### src/rtl/pc_sequencer.sv
// Program-counter sequencer with an optional circular return-address stack.
// Latency: every action is sampled on a rising clk edge and is visible on the
// registered outputs one cycle later. Backpressure: stall freezes all state.
//
// Ports:
//   clk, reset          clock; synchronous active-high reset
//   stall               hold pc, stack, pointer, count and sticky flags
//   intr_req, intr_vec  interrupt entry: push resume pc, jump to intr_vec
//   ret                 pop the stack into pc
//   call, target        push pc+STEP, jump to target
//   branch_taken        jump to target
//   pc                  current program counter
//   ras_count           number of valid stack entries
//   ras_overflow        sticky: a push happened while the stack was full
//   ras_underflow       sticky: a ret happened while the stack was empty
// Action priority: reset > stall > intr_req > ret > call > branch_taken > sequential.
// Build option: define PC_SEQ_RAS_EN to compile in the return-address stack.
// Without it, call acts as branch, ret acts as sequential, interrupts jump
// without pushing, and the stack status outputs read as zero.
module pc_sequencer #(
   parameter int ADDR_W    = 32,
   parameter int RESET_VEC = 30,
   parameter int STEP      = 2,
   parameter int RAS_DEPTH = 4
) (
   input  logic                           clk,
   input  logic                           reset,
   input  logic                           stall,
   input  logic                           intr_req,
   input  logic [ADDR_W-1:0]              intr_vec,
   input  logic                           ret,
   input  logic                           call,
   input  logic                           branch_taken,
   input  logic [ADDR_W-1:0]              target,
   output logic [ADDR_W-1:0]              pc,
   output logic [$clog2(RAS_DEPTH):0]     ras_count,
   output logic                           ras_overflow,
   output logic                           ras_underflow
);

   logic [ADDR_W-1:0] pc_q, pc_d;
   logic [ADDR_W-1:0] pc_seq;

   // Natural ADDR_W-bit wrap gives the modulo 2^ADDR_W increment.
   assign pc_seq = pc_q + ADDR_W'(STEP);

`ifdef PC_SEQ_RAS_EN
   localparam int PTR_W = $clog2(RAS_DEPTH);
   localparam int CNT_W = PTR_W + 1;

   // ptr_q addresses the next free slot; when the stack is full it also
   // addresses the oldest entry, so a push then overwrites the oldest.
   logic [ADDR_W-1:0] ras_mem_q [RAS_DEPTH];
   logic [PTR_W-1:0]  ptr_q, ptr_d;
   logic [CNT_W-1:0]  cnt_q, cnt_d;
   logic              ovf_q, ovf_d;
   logic              unf_q, unf_d;
   logic              push_en;
   logic [ADDR_W-1:0] push_dat;
   logic [ADDR_W-1:0] ras_top;

   assign ras_top = ras_mem_q[ptr_q - PTR_W'(1)];
`endif

   always_comb begin
      pc_d = pc_q;
`ifdef PC_SEQ_RAS_EN
      ptr_d    = ptr_q;
      cnt_d    = cnt_q;
      ovf_d    = ovf_q;
      unf_d    = unf_q;
      push_en  = 1'b0;
      push_dat = pc_seq;
`endif
      if (reset) begin
         pc_d = ADDR_W'(RESET_VEC);
`ifdef PC_SEQ_RAS_EN
         ptr_d = '0;
         cnt_d = '0;
         ovf_d = 1'b0;
         unf_d = 1'b0;
`endif
      end else if (stall) begin
         pc_d = pc_q;
      end else if (intr_req) begin
         pc_d = intr_vec;
`ifdef PC_SEQ_RAS_EN
         // Resume address is the interrupted pc itself, not pc+STEP.
         push_en  = 1'b1;
         push_dat = pc_q;
`endif
      end else if (ret) begin
`ifdef PC_SEQ_RAS_EN
         if (cnt_q != '0) begin
            pc_d  = ras_top;
            ptr_d = ptr_q - PTR_W'(1);
            cnt_d = cnt_q - CNT_W'(1);
         end else begin
            pc_d  = pc_seq;
            unf_d = 1'b1;
         end
`else
         pc_d = pc_seq;
`endif
      end else if (call) begin
         pc_d = target;
`ifdef PC_SEQ_RAS_EN
         push_en  = 1'b1;
         push_dat = pc_seq;
`endif
      end else if (branch_taken) begin
         pc_d = target;
      end else begin
         pc_d = pc_seq;
      end

`ifdef PC_SEQ_RAS_EN
      if (push_en) begin
         ptr_d = ptr_q + PTR_W'(1);
         if (cnt_q == CNT_W'(RAS_DEPTH)) begin
            ovf_d = 1'b1;
         end else begin
            cnt_d = cnt_q + CNT_W'(1);
         end
      end
`endif
   end

   always_ff @(posedge clk) begin
      pc_q <= pc_d;
   end

   assign pc = pc_q;

`ifdef PC_SEQ_RAS_EN
   always_ff @(posedge clk) begin
      ptr_q <= ptr_d;
      cnt_q <= cnt_d;
      ovf_q <= ovf_d;
      unf_q <= unf_d;
   end

   // Entry storage carries no reset; push_en is already gated by reset.
   always_ff @(posedge clk) begin
      if (push_en) begin
         ras_mem_q[ptr_q] <= push_dat;
      end
   end

   assign ras_count     = cnt_q;
   assign ras_overflow  = ovf_q;
   assign ras_underflow = unf_q;
`else
   assign ras_count     = '0;
   assign ras_overflow  = 1'b0;
   assign ras_underflow = 1'b0;
`endif

endmodule

### config.mk
export PLATFORM = sky130hd
export DESIGN_NAME = pc_sequencer
export DESIGN_NICKNAME = d
export VERILOG_FILES = /design/src/rtl/pc_sequencer.sv
export SDC_FILE = /design/constraint.sdc
export NUM_CORES = 1
export LEC_CHECK = 0
export ABC_CLOCK_PERIOD_IN_PS = 2000
export CAP_MARGIN = 20
export CORE_UTILIZATION = 40
export DETAILED_ROUTE_END_ITERATION = 10
export MAX_ROUTING_LAYER = met4
export PLACE_DENSITY = 0.75
export REMOVE_ABC_BUFFERS = 1
export SLEW_MARGIN = 20
export SYNTH_ARGS = -nofsm -noshare
export SYNTH_HDL_FRONTEND = slang
export SYNTH_SLANG_ARGS = --single-unit
### constraint.sdc
create_clock -name clk -period 2 [get_ports clk]
set_input_delay 0.2 -clock clk [delete_from_list [all_inputs] [get_ports clk]]
set_output_delay 0.2 -clock clk [all_outputs]
set_load 0.005 [all_outputs]
**After elaboration in Yosys (flattened, before gate mapping)**

Cells that the tools add are included.
W data, S select, Z words.

- Bits in registers: 32
- Word-level logic and storage cells: 6

- Multiplexer cells: 4
- Add/sub/neg operators: 1

Operators with widths:

| cell | number |
|---|---|
| $mux W32 | 4 |
| $add A32 B2 Y32 const B | 1 |

**Longest topological paths before layout**

- Word-level depth: 5
- Depth in mapped cells: 7
- Mapped depth without buffers: 6

**Worst setup path before layout**

Ideal clock, no wire load.

- Kind: flip-flop to flip-flop
- From: reg pc_q[1], in the netlist pc[1]
- To: reg pc_q[25], in the netlist pc[25]
- Library setup time: 0.074 ns
- Stages on the path, launching flop included: 8
- Slack: 0.121 ns
- Path buffers: 1
- Data arrival time: 1.805 ns
- Path through: dfxtp_1 ha_1 nand3_1 nor4_2 buf_4 nand2_1 or3_1 a31oi_1

- Longest elaborated chain between the ends: 5

Ends and longest elaborated chain:

| what | line | source |
|---|---|---|
| start: declaration | 41 | `logic [ADDR_W-1:0] pc_q, pc_d;` |
| start signal: assignment | 130 | `pc_q <= pc_d;` |
| $add A32 B2 Y32 * | 45 | `assign pc_seq = pc_q + ADDR_W'(STEP);` |
| $mux W32 | 111 | `end else if (branch_taken) begin` |
| $mux W32 | 105 | `end else if (call) begin` |
| $mux W32 * | 92 | `end else if (ret) begin` |
| $mux W32 * | 85 | `end else if (intr_req) begin` |

Mark *: on every way between the ends. The rest lies on a longest branch, timed or not.
A chain may end at the register's enable or synchronous reset.

**Final worst setup path**

- From: reg pc_q[14], in the netlist pc[14]
- To: reg pc_q[30], in the netlist pc[30]

The elaborated chain is that of the path after synthesis.

==> flow_summary_export.csv <==
group,metric,value,unit
finish,final_cell_mix,"100 x clkdlybuf4s50_1, 45 x a21oi_1, 40 x nand2_1",
finish,nNetsFinal,557,
power_and_ir_drop,ir_drop,0.287,mV
global_route,antenna_found_initial,0,
worst_setup_path,cp_data_required_time,2190,ps
logic_synthesis,syn_area,2600,um^2
cts,postCtsHoldBufs,0,
timing,finalHoldViolCount,0,
global_route,grt_pass1_wl,14.5,mm
cts,clkSinkCount,32,
detailed_routing,drc,0,
floorplanning,dieHeight,82.6,um
detailed_routing,wl,9.10,mm
power_and_ir_drop,p_leak,1.47,nW
cts,cts_root_buffer,"clkbuf_8",
floorplanning,io_pins,108,
logic_synthesis,seq_area_frac_synth,0.247,
finish,antenna_cells,0,
logic_synthesis,muxShareOfSynthArea,0.0197,
detailed_routing,drt.antenna.violating_nets,0,
worst_setup_path,start_kind,"flop",
timing,fin_crit_sh,0.964,
logic_synthesis,synthCells,368,
detailed_routing,drt_iter0_markers,233,
finish,largest_register_ffs,32,
worst_setup_path,arrival,2120,ps
timing,rsz0062_at_grt,"yes",
logic_synthesis,ys_seq_elements,32,
floorplanning,initial_core_util,0.426,
timing,relSlewSlack,0.623,
timing,clock.fmax,519,MHz
placed_design,portBuffers,102,
placed_design,pre_cts_ws,-89.4,ps
logic_synthesis,syn_avg_cell_area,7.06,um^2
logic_synthesis,ys.warnings.count,0,
detailed_routing,wire_per_inst,16.3,um
placed_design,dp_hpwl,6.72,mm
cts,numCtsBuffers,5,
floorplanning,die_area,6820,um^2
placed_design,routabilityCongestion,0.882,
cts,cts_htree_levels,2,
placed_design,placed_area,3830,um^2
power_and_ir_drop,power_density,479,nW/um^2
finish,n_fill_cell,584,
logic_synthesis,synth-xor-area-share,0.0101,
floorplanning,coreArea,6100,um^2
logic_synthesis,synth-compound-area-share,0.295,
timing,fin_tns_setup,0,ps
worst_setup_path,path_max_fanout,5,
status,status,"finished, final reports clean",
logic_synthesis,synth_cell_types,64,
detailed_routing,dr_total_vias,3230,
logic_synthesis,synth_edf_count,0,
job,max_cap_viol_count,0,
finish,fin_area,3950,um^2
global_route,grt_usage,0.288,
cts,clk_latency,290,ps
cts,cts.clk_slew.worst_paths,80,ps
global_route,grt_pass1_vias,3018,
detailed_routing,via_per_inst,5.77,
timing,worst_pin_slew,565,ps
timing,finalSetupViolations,0,
floorplanning,rows,28,
timing,drv_slew,0,
logic_synthesis,synth-async-reset-ratio,0,
logic_synthesis,synth_top_family_by_area,"simple AND/OR/NAND/NOR gates",
worst_setup_path,cp-end-kind,"flop",
global_route,grt_remaining_overflow,0,
logic_synthesis,synth-simple-area-share,0.327,
finish,layout_commonest_cell,"clkdlybuf4s50_1",
min_path,hold_class,"input pin to flop",
logic_synthesis,synth-main-ff-cell,"dfxtp_1",
floorplanning,die_w,82.6,um
cts,cts_tree,"yes",
finish,area_delta_synth_final,51.9,%
timing,skew,13.8,ps
timing,setup_slack,72.7,ps
cts,cts.path.max_buffers,2,
finish,fin_util,0.647,
worst_setup_path,critical_path_class,"flop to flop",
timing,period_needed,1930,ps
finish,final_layout_size_suffix_gt1_frac,0.138,
global_route,grt_max_degree,33,
detailed_routing,first_pass_iters,6,
logic_synthesis,synth_adder_area_share,0.00482,
## synth_stat cells (all sizes together) (2+ instances only)
master,n,area share
a311oi,4,0.013
o211ai,4,0.012
nand3,18,0.041
xnor2,2,0.0067
nor3,20,0.039
o21ai,14,0.027
inv,10,0.014
or3,2,0.0048
clkbuf,23,0.041
and3,8,0.020
nor4,3,0.0096
nand3b,7,0.020
buf,14,0.037
nor3b,2,0.0058
a22oi,2,0.0058
a211oi,8,0.023
o31ai,5,0.014
nand4,11,0.026
o221a,5,0.022
nor2,30,0.043
o22ai,3,0.0072
a2111oi,2,0.0067
a21oi,45,0.087
a41oi,3,0.010
nor2b,5,0.012
a31oi,9,0.022
mux2i,4,0.015
dfxtp,32,0.25
and4,4,0.013
o21bai,2,0.0058
nand2b,4,0.0096
nand2,41,0.060
a221oi,2,0.0067
## layout make-up
| class | count | area (um^2) | area share |
|---|---|---|---|
| well taps | 75 | 93.8 | 0.0238 |
| clock inverters | 1 | 5.00 | 0.00127 |
| multi-input cells | 292 | 1730 | 0.439 |
| inverters | 10 | 37.5 | 0.00951 |
| clock buffers | 6 | 72.6 | 0.0184 |
| repair buffers | 144 | 1360 | 0.346 |
| flip-flops and latches | 32 | 642 | 0.163 |
## per-layer routing
metal	vias to the layer above	GRT usage	wire length, um
li1	1596	-	-
met5	-	-	0
met2	117	0.469	4260
met1	1500	0.363	4160
met4	0	0.112	218
met3	17	0.0363	466
## stage by stage
stage / total power (W) / instances / hold WS [ps]
after floorplan: 0.000985 / 334 / 269
after global placement: 0.00140 / 549 / 488
after detailed placement: 0.00141 / 549 / 494
after CTS: 0.00189 / 556 / 329
after global routing: 0.00199 / 560 / 365
final: 0.00189 / 560 / 351
## final timing paths
check	startpoint	end	slack, ps	cells after the start
worst max-delay path	pc[14]	pc[30]	70	6
worst max register to register	pc[14]	pc[30]	70	6
worst min register to register	pc[0]	pc[0]	510	2
worst min-delay path	stall	pc[26]	350	3
## worst max-delay path, cell delays in order (launching register included)
cell,delay [ps]
dfxtp_1,420
nand3_2,110
or3_1,410
buf_4,190
nor3_1,300
a31oi_1,140
nor4_1,270
## logic make-up (layout without fill, tap and decap cells)
group | after synthesis | after routing
simple gates | 161 | 161
compound gates | 117 | 117
buf+inv | 48 | 161
flops | 32 | 32
mux | 5 | 5
xor+xnor | 3 | 3
fa+ha+maj | 1 | 1
other cells | 1 | 5
## power by group
part / total [W] / leakage [nW] / switching, W / internal, W
Combinational: 0.000663 / 1.17 / 0.000287 / 0.000375
Clock: 0.000487 / 0.0410 / 0.000250 / 0.000237
Sequential: 0.000738 / 0.265 / 0.0000537 / 0.000684
Total: 0.00189 / 1.47 / 0.000591 / 0.00130
## what timing repair did
item,CTS,global route
setup buffers,0,4
endpoints found under the setup margin,0,5
gates resized for setup,0,3
Power figures use the tool's default switching activity.
